## config.mk

```make
export PLATFORM = sky130hd
export DESIGN_NAME = run_controller
export DESIGN_NICKNAME = d
export VERILOG_FILES = /design/src/rtl/run_controller.sv
export SDC_FILE = /design/constraint.sdc
export NUM_CORES = 1
export LEC_CHECK = 0
export ABC_AREA = 1
export CAP_MARGIN = 0
export CORE_MARGIN = 2
export CORE_UTILIZATION = 49
export DETAILED_ROUTE_END_ITERATION = 10
export PLACE_DENSITY_LB_ADDON = 0.08
export RECOVER_POWER = 50
export SLEW_MARGIN = 20
export SYNTH_ARGS = -nofsm -noshare
export SYNTH_HDL_FRONTEND = slang
export SYNTH_SLANG_ARGS = --single-unit
```

## constraint.sdc

```tcl
create_clock -name clk -period 2.3 [get_ports clk]
set_input_delay 0.46 -clock clk [delete_from_list [all_inputs] [get_ports clk]]
set_output_delay 0.46 -clock clk [all_outputs]
set_load 0.02 [all_outputs]
```

## src/rtl/run_controller.sv

```systemverilog
// run_controller: loads data RAM from a host stream, runs the core, then dumps the whole RAM.
// Define RUN_CTRL_WATCHDOG_EN to bound RUN at max_cycles and flag timeout.
module run_controller #(
  parameter int ram_size   = 32,
  parameter int load_words = 2,
  parameter int max_cycles = 1024,
  localparam int AW        = $clog2(ram_size)
) (
  input  logic          clk,
  input  logic          reset,
  input  logic          start,
  input  logic          ld_valid,
  output logic          ld_ready,
  input  logic [15:0]   ld_data,
  output logic          dmp_valid,
  input  logic          dmp_ready,
  output logic [15:0]   dmp_data,
  input  logic          cpu_ram_we,
  input  logic [AW-1:0] cpu_ram_addr,
  input  logic [15:0]   cpu_ram_wdata,
  output logic          ram_we,
  output logic [AW-1:0] ram_addr,
  output logic [15:0]   ram_wdata,
  input  logic [15:0]   ram_rdata,
  output logic          cpu_reset,
  input  logic          cpu_ended,
  output logic          busy,
  output logic          done,
  output logic          timeout,
  output logic [31:0]   cycle_count
);
`ifdef RUN_CTRL_WATCHDOG_EN
  localparam bit wd_en = 1'b1;
`else
  localparam bit wd_en = 1'b0;
`endif
  typedef enum logic [2:0] {IDLE, LOAD, RUN, DUMP_RD, DUMP_OUT, DONE} state_t;
  state_t state, next;
  logic [AW-1:0] ld_ptr, dmp_ptr;
  logic [15:0] dmp_q;
  logic fresh, ld_fire, dmp_fire, dmp_last, restart, wd_hit;
  assign restart  = (state == IDLE || state == DONE) && start;
  assign ld_fire  = state == LOAD && ld_valid;
  assign dmp_fire = state == DUMP_OUT && dmp_ready;
  assign dmp_last = dmp_ptr == AW'(ram_size - 1);
  // true in the RUN cycle that brings the count up to max_cycles
  assign wd_hit   = wd_en && cycle_count >= 32'(max_cycles - 1);
  always_comb begin
    next = state;
    case (state)
      IDLE, DONE: next = start ? LOAD : state;
      LOAD:       next = (ld_fire && ld_ptr == AW'(load_words - 1)) ? RUN : LOAD;
      RUN:        next = (cpu_ended || wd_hit) ? DUMP_RD : RUN;
      DUMP_RD:    next = DUMP_OUT;
      DUMP_OUT:   next = dmp_fire ? (dmp_last ? DONE : DUMP_RD) : DUMP_OUT;
      default:    next = IDLE;
    endcase
  end
  always_ff @(posedge clk or negedge reset)
    if (!reset) begin
      state       <= IDLE;
      ld_ptr      <= '0;
      dmp_ptr     <= '0;
      dmp_q       <= '0;
      fresh       <= 1'b0;
      timeout     <= 1'b0;
      cycle_count <= '0;
    end else begin
      state <= next;
      fresh <= state == DUMP_RD;
      if (fresh)
        dmp_q <= ram_rdata;
      if (restart) begin
        ld_ptr      <= '0;
        dmp_ptr     <= '0;
        cycle_count <= '0;
        timeout     <= 1'b0;
      end
      if (ld_fire)
        ld_ptr <= ld_ptr + AW'(1);
      if (state == RUN && cycle_count != '1)
        cycle_count <= cycle_count + 32'd1;
      if (state == RUN && wd_hit && !cpu_ended)
        timeout <= 1'b1;
      if (dmp_fire && !dmp_last)
        dmp_ptr <= dmp_ptr + AW'(1);
    end
  assign ld_ready  = state == LOAD;
  assign ram_we    = ld_fire || (state == RUN && cpu_ram_we);
  assign ram_addr  = state == LOAD ? ld_ptr :
                     state == RUN ? cpu_ram_addr :
                     (state == DUMP_RD || state == DUMP_OUT) ? dmp_ptr : '0;
  assign ram_wdata = state == LOAD ? ld_data : state == RUN ? cpu_ram_wdata : '0;
  assign dmp_valid = state == DUMP_OUT;
  // first DUMP_OUT cycle passes the fresh read through; later cycles hold the captured copy
  assign dmp_data  = fresh ? ram_rdata : dmp_q;
  assign cpu_reset = state != RUN;
  assign busy      = state inside {LOAD, RUN, DUMP_RD, DUMP_OUT};
  assign done      = state == DONE;
endmodule

```

==> metrics.md <==
| Metric | Value |
|---|---|
| Status | completed |
| Vias | 3825 |
| Post-DP HPWL | 7640 um |
| Slew at the pin with the worst max-slew slack | about 1300 ps |
| Global route hottest layer | met2 |
| Die ar. | 8480 sq um |
| Vias per cell | 5.18 |
| Commonest non-fill, non-tap cells in the layout | nand2_1 (151), clkdlybuf4s50_1 (87), nand3_1 (60), dfrtp_1 (60), nor2_1 (57) |
| RSZ-0062 raised after global routing | false |
| DR WL/cell | 13.7 um |
| DRT Pass-1 Iters | 4 |
| # IOs | 136 |
| Critical path type | flip-flop to primary output |
| CP Data Required Time | 1840 ps |
| Pwr Density | between 800 and 900 nW/um^2 |
| Area delta synth->final | 42.2% |
| Final worst path period need | between 2000 and 2500 ps |
| Hold_buf cts | 0 |
| Slew Viols, Final | 0 |
| Mean post-synth cell area | 7.71 sq um |
| Crit path launch type | flip-flop |
| Peak VDD IR | between 0.6 and 0.7 mV |
| Setup skew after layout | 10.3 ps |
| Total wire length | about 10000 um |
| Row cnt | 32 |
| Clock latency at the later pin of the worst-skew pair | roughly 350 ps |
| Initial drt markers | 224 |
| Commonest non-fill, non-tap cell in the layout | nand2_1 |
| Largest net degree at the start of global routing | 46 |
| Cell leakage power | 2.42 nW |
| Global routing usage on met2 | 0.423 |
| Die W | between 90 and 100 um |
| M1 GR Usage | 0.316 |
| Final worst setup slack | 60.2 ps |
| Grt ovf | 0 |
| Clock buffer depth | 2 |
| Fraction of layout cells with a size suffix above 1 | 0.0958 |
| Setup bufs post-CTS | 0 |
| Tot Pwr | 4.71 mW |
| Post-Place Setup Slack | 125 ps |
| Synth Net Count | 558 |
| Synth warn | 0 |
| Max Cap Viol | 0 |
| GRT met3 Usage | 0.0657 |
| Worst-path clk slew | roughly 80 ps |
| Max FO, Critical Path | 26 |
| Yosys cell types | 35 |
| CTS tree | done |
| Worst EP arrival | 1780 ps |
| Synth Register Bits | 62 |
| Final Hold Vio Count | 0 |
| Cell count after synthesis | 493 |
| CP endpoint kind | primary output |
| All-layer global routing usage | 0.251 |
| Setup TNS | 0 ps |
| Sink Count | 62 |
| Post-route DRC | 0 |
| Vias in the first global route | 3716 |
| Routability cong. | 0.919 |
| Slew headroom | 0.160 |
| Die height | 92.1 um |
| Total CTS buffers | 9 |
| Post-route ant nets | 0 |
| Starting Density | 0.500 |
| First-pass GRT wire length | 17100 um |
| Setup-failing EPs final | 0 |
| Final Core Density | 0.711 |
| Initial antenna violation count | 0 |
| H-tree depth | 3 |
| Fmax | 446 MHz |
| CTS root buf | clkbuf_8 |
| Core ar. | 7610 sq um |
| Antenna cells | 0 |
| Final Cycle Share | 0.974 |
| Nets | 697 |
| Fill count | roughly 660 |
| I/O Buffers | ~130 |
| Tightest Hold Check Type | input port to async pin |
| Mapped Area | ~3800 sq um |
| Seq/Total Area, Yosys | 0.408 |
==> state kept, by name (all words and copies together), names as in the netlist <==
register and cells:
dmp_ptr 5, fresh 1, dmp_q 16, state 3
ld_ptr 5, cycle_count 32
==> path summary, 6_finish.rpt <==
check / startpoint / to / slack, ps / depth (start not counted)
max: state[1]$_DFFE_PN0P_ / ram_wdata[13] / 60 / 6
min: reset / dmp_q[14]$_DFF_PN0_ / 350 / 1
max reg2reg: cycle_count[0]$_DFFE_PN0P_ / cycle_count[10]$_DFFE_PN0P_ / 270 / 9
min reg2reg: dmp_q[7]$_DFF_PN0_ / dmp_q[7]$_DFF_PN0_ / 490 / 1
max in group asynchronous: reset / state[0]$_DFFE_PN0P_ / 730 / 2
min in group clk: dmp_q[7]$_DFF_PN0_ / dmp_q[7]$_DFF_PN0_ / 490 / 1
==> power by group <==
part | total (mW) | internal (mW) | leakage (nW) | switching (mW)
clock network | 0.901 | 0.403 | 0.0829 | 0.498
logic | 2.36 | 0.988 | 1.52 | 1.37
registers | 1.44 | 1.30 | 0.825 | 0.140
total | 4.71 | 2.70 | 2.42 | 2.01
==> cells by family after synthesis <==
| family | count (synthesis) | synth area share |
|---|---|---|
| AO/OA/AOI/OAI | 54 | 0.0991 |
| XOR/XNOR | 17 | 0.0392 |
| adder cells (fa/ha/maj) | 5 | 0.0165 |
| buffers and inverters | 54 | 0.0645 |
| flip-flops | 62 | 0.408 |
| multiplexers | 16 | 0.0474 |
| other | 1 | 0.000987 |
| AND/OR/NAND/NOR | 284 | 0.324 |
==> metal layers <==
metal,share of wire,up-vias
met5,0,-
met4,0.0091,0
met3,0.089,9
met2,0.47,150
met1,0.43,1762
li1,-,1904
==> synth_stat cells <==
library cell	count	area, sq um
nor2_2	2	12.5
clkbuf_1	6	22.5
o22ai_1	4	25.0
xor2_1	14	123
buf_2	4	20.0
nand2_1	151	567
buf_4	1	7.51
nor3_4	1	16.3
ha_1	5	62.6
nor3_2	1	10.0
nor2_8	1	20.0
xnor2_1	3	26.3
nand4_1	2	12.5
a21oi_4	1	16.3
inv_2	2	7.51
buf_8	1	15.0
nor2_4	2	22.5
a22o_1	16	140
o21ai_0	12	60.1
nand3_1	60	300
o21ai_1	10	50.1
a21oi_1	1	5.00
nand2_2	1	6.26
nor2_1	57	214
conb_1	1	3.75
o211ai_1	6	45.0
nand2_4	2	22.5
o32ai_1	1	8.76
nand3b_1	3	22.5
inv_1	37	139
dfrtp_1	62	1550
or2_2	1	6.26
buf_6	3	33.8
mux2_2	16	180
o21ai_2	3	26.3
==> worst max-delay path, cell delays in order (launching register included) <==
cell,delay [ps]
dfrtp_1,430
inv_2,90
nand2_1,90
nor2_2,150
buf_12,180
a22o_1,140
dlygate4sd2_1,330
==> timing repair <==
item,CTS,global route
pin swaps,0,0
resized for setup,39,33
gates cloned,0,0
setup endpoints to repair,42,27
==> final cells by class <==
cell class / count / area [sq um] / area share
Clock buffer: 9 / 124 / 0.0229
Timing Repair Buffer: 143 / 1390 / 0.257
Inverter: 39 / 146 / 0.0271
Tap cell: 102 / 128 / 0.0236
Multi-Input combinational cell: 377 / 2000 / 0.371
Clock inverter: 7 / 57.6 / 0.0106
Sequential cell: 62 / 1550 / 0.288
==> per-stage QoR <==
step,std cells,hold WS (ps),area [sq um]
6_report,739,349,5410
5_1_grt,739,468,5410
4_1_cts,739,85.1,5410
3_5_place_dp,723,468,5260
3_3_place_gp,723,458,5260
2_1_floorplan,493,164,3800
No activity file was read; power rests on OpenSTA's default activity.
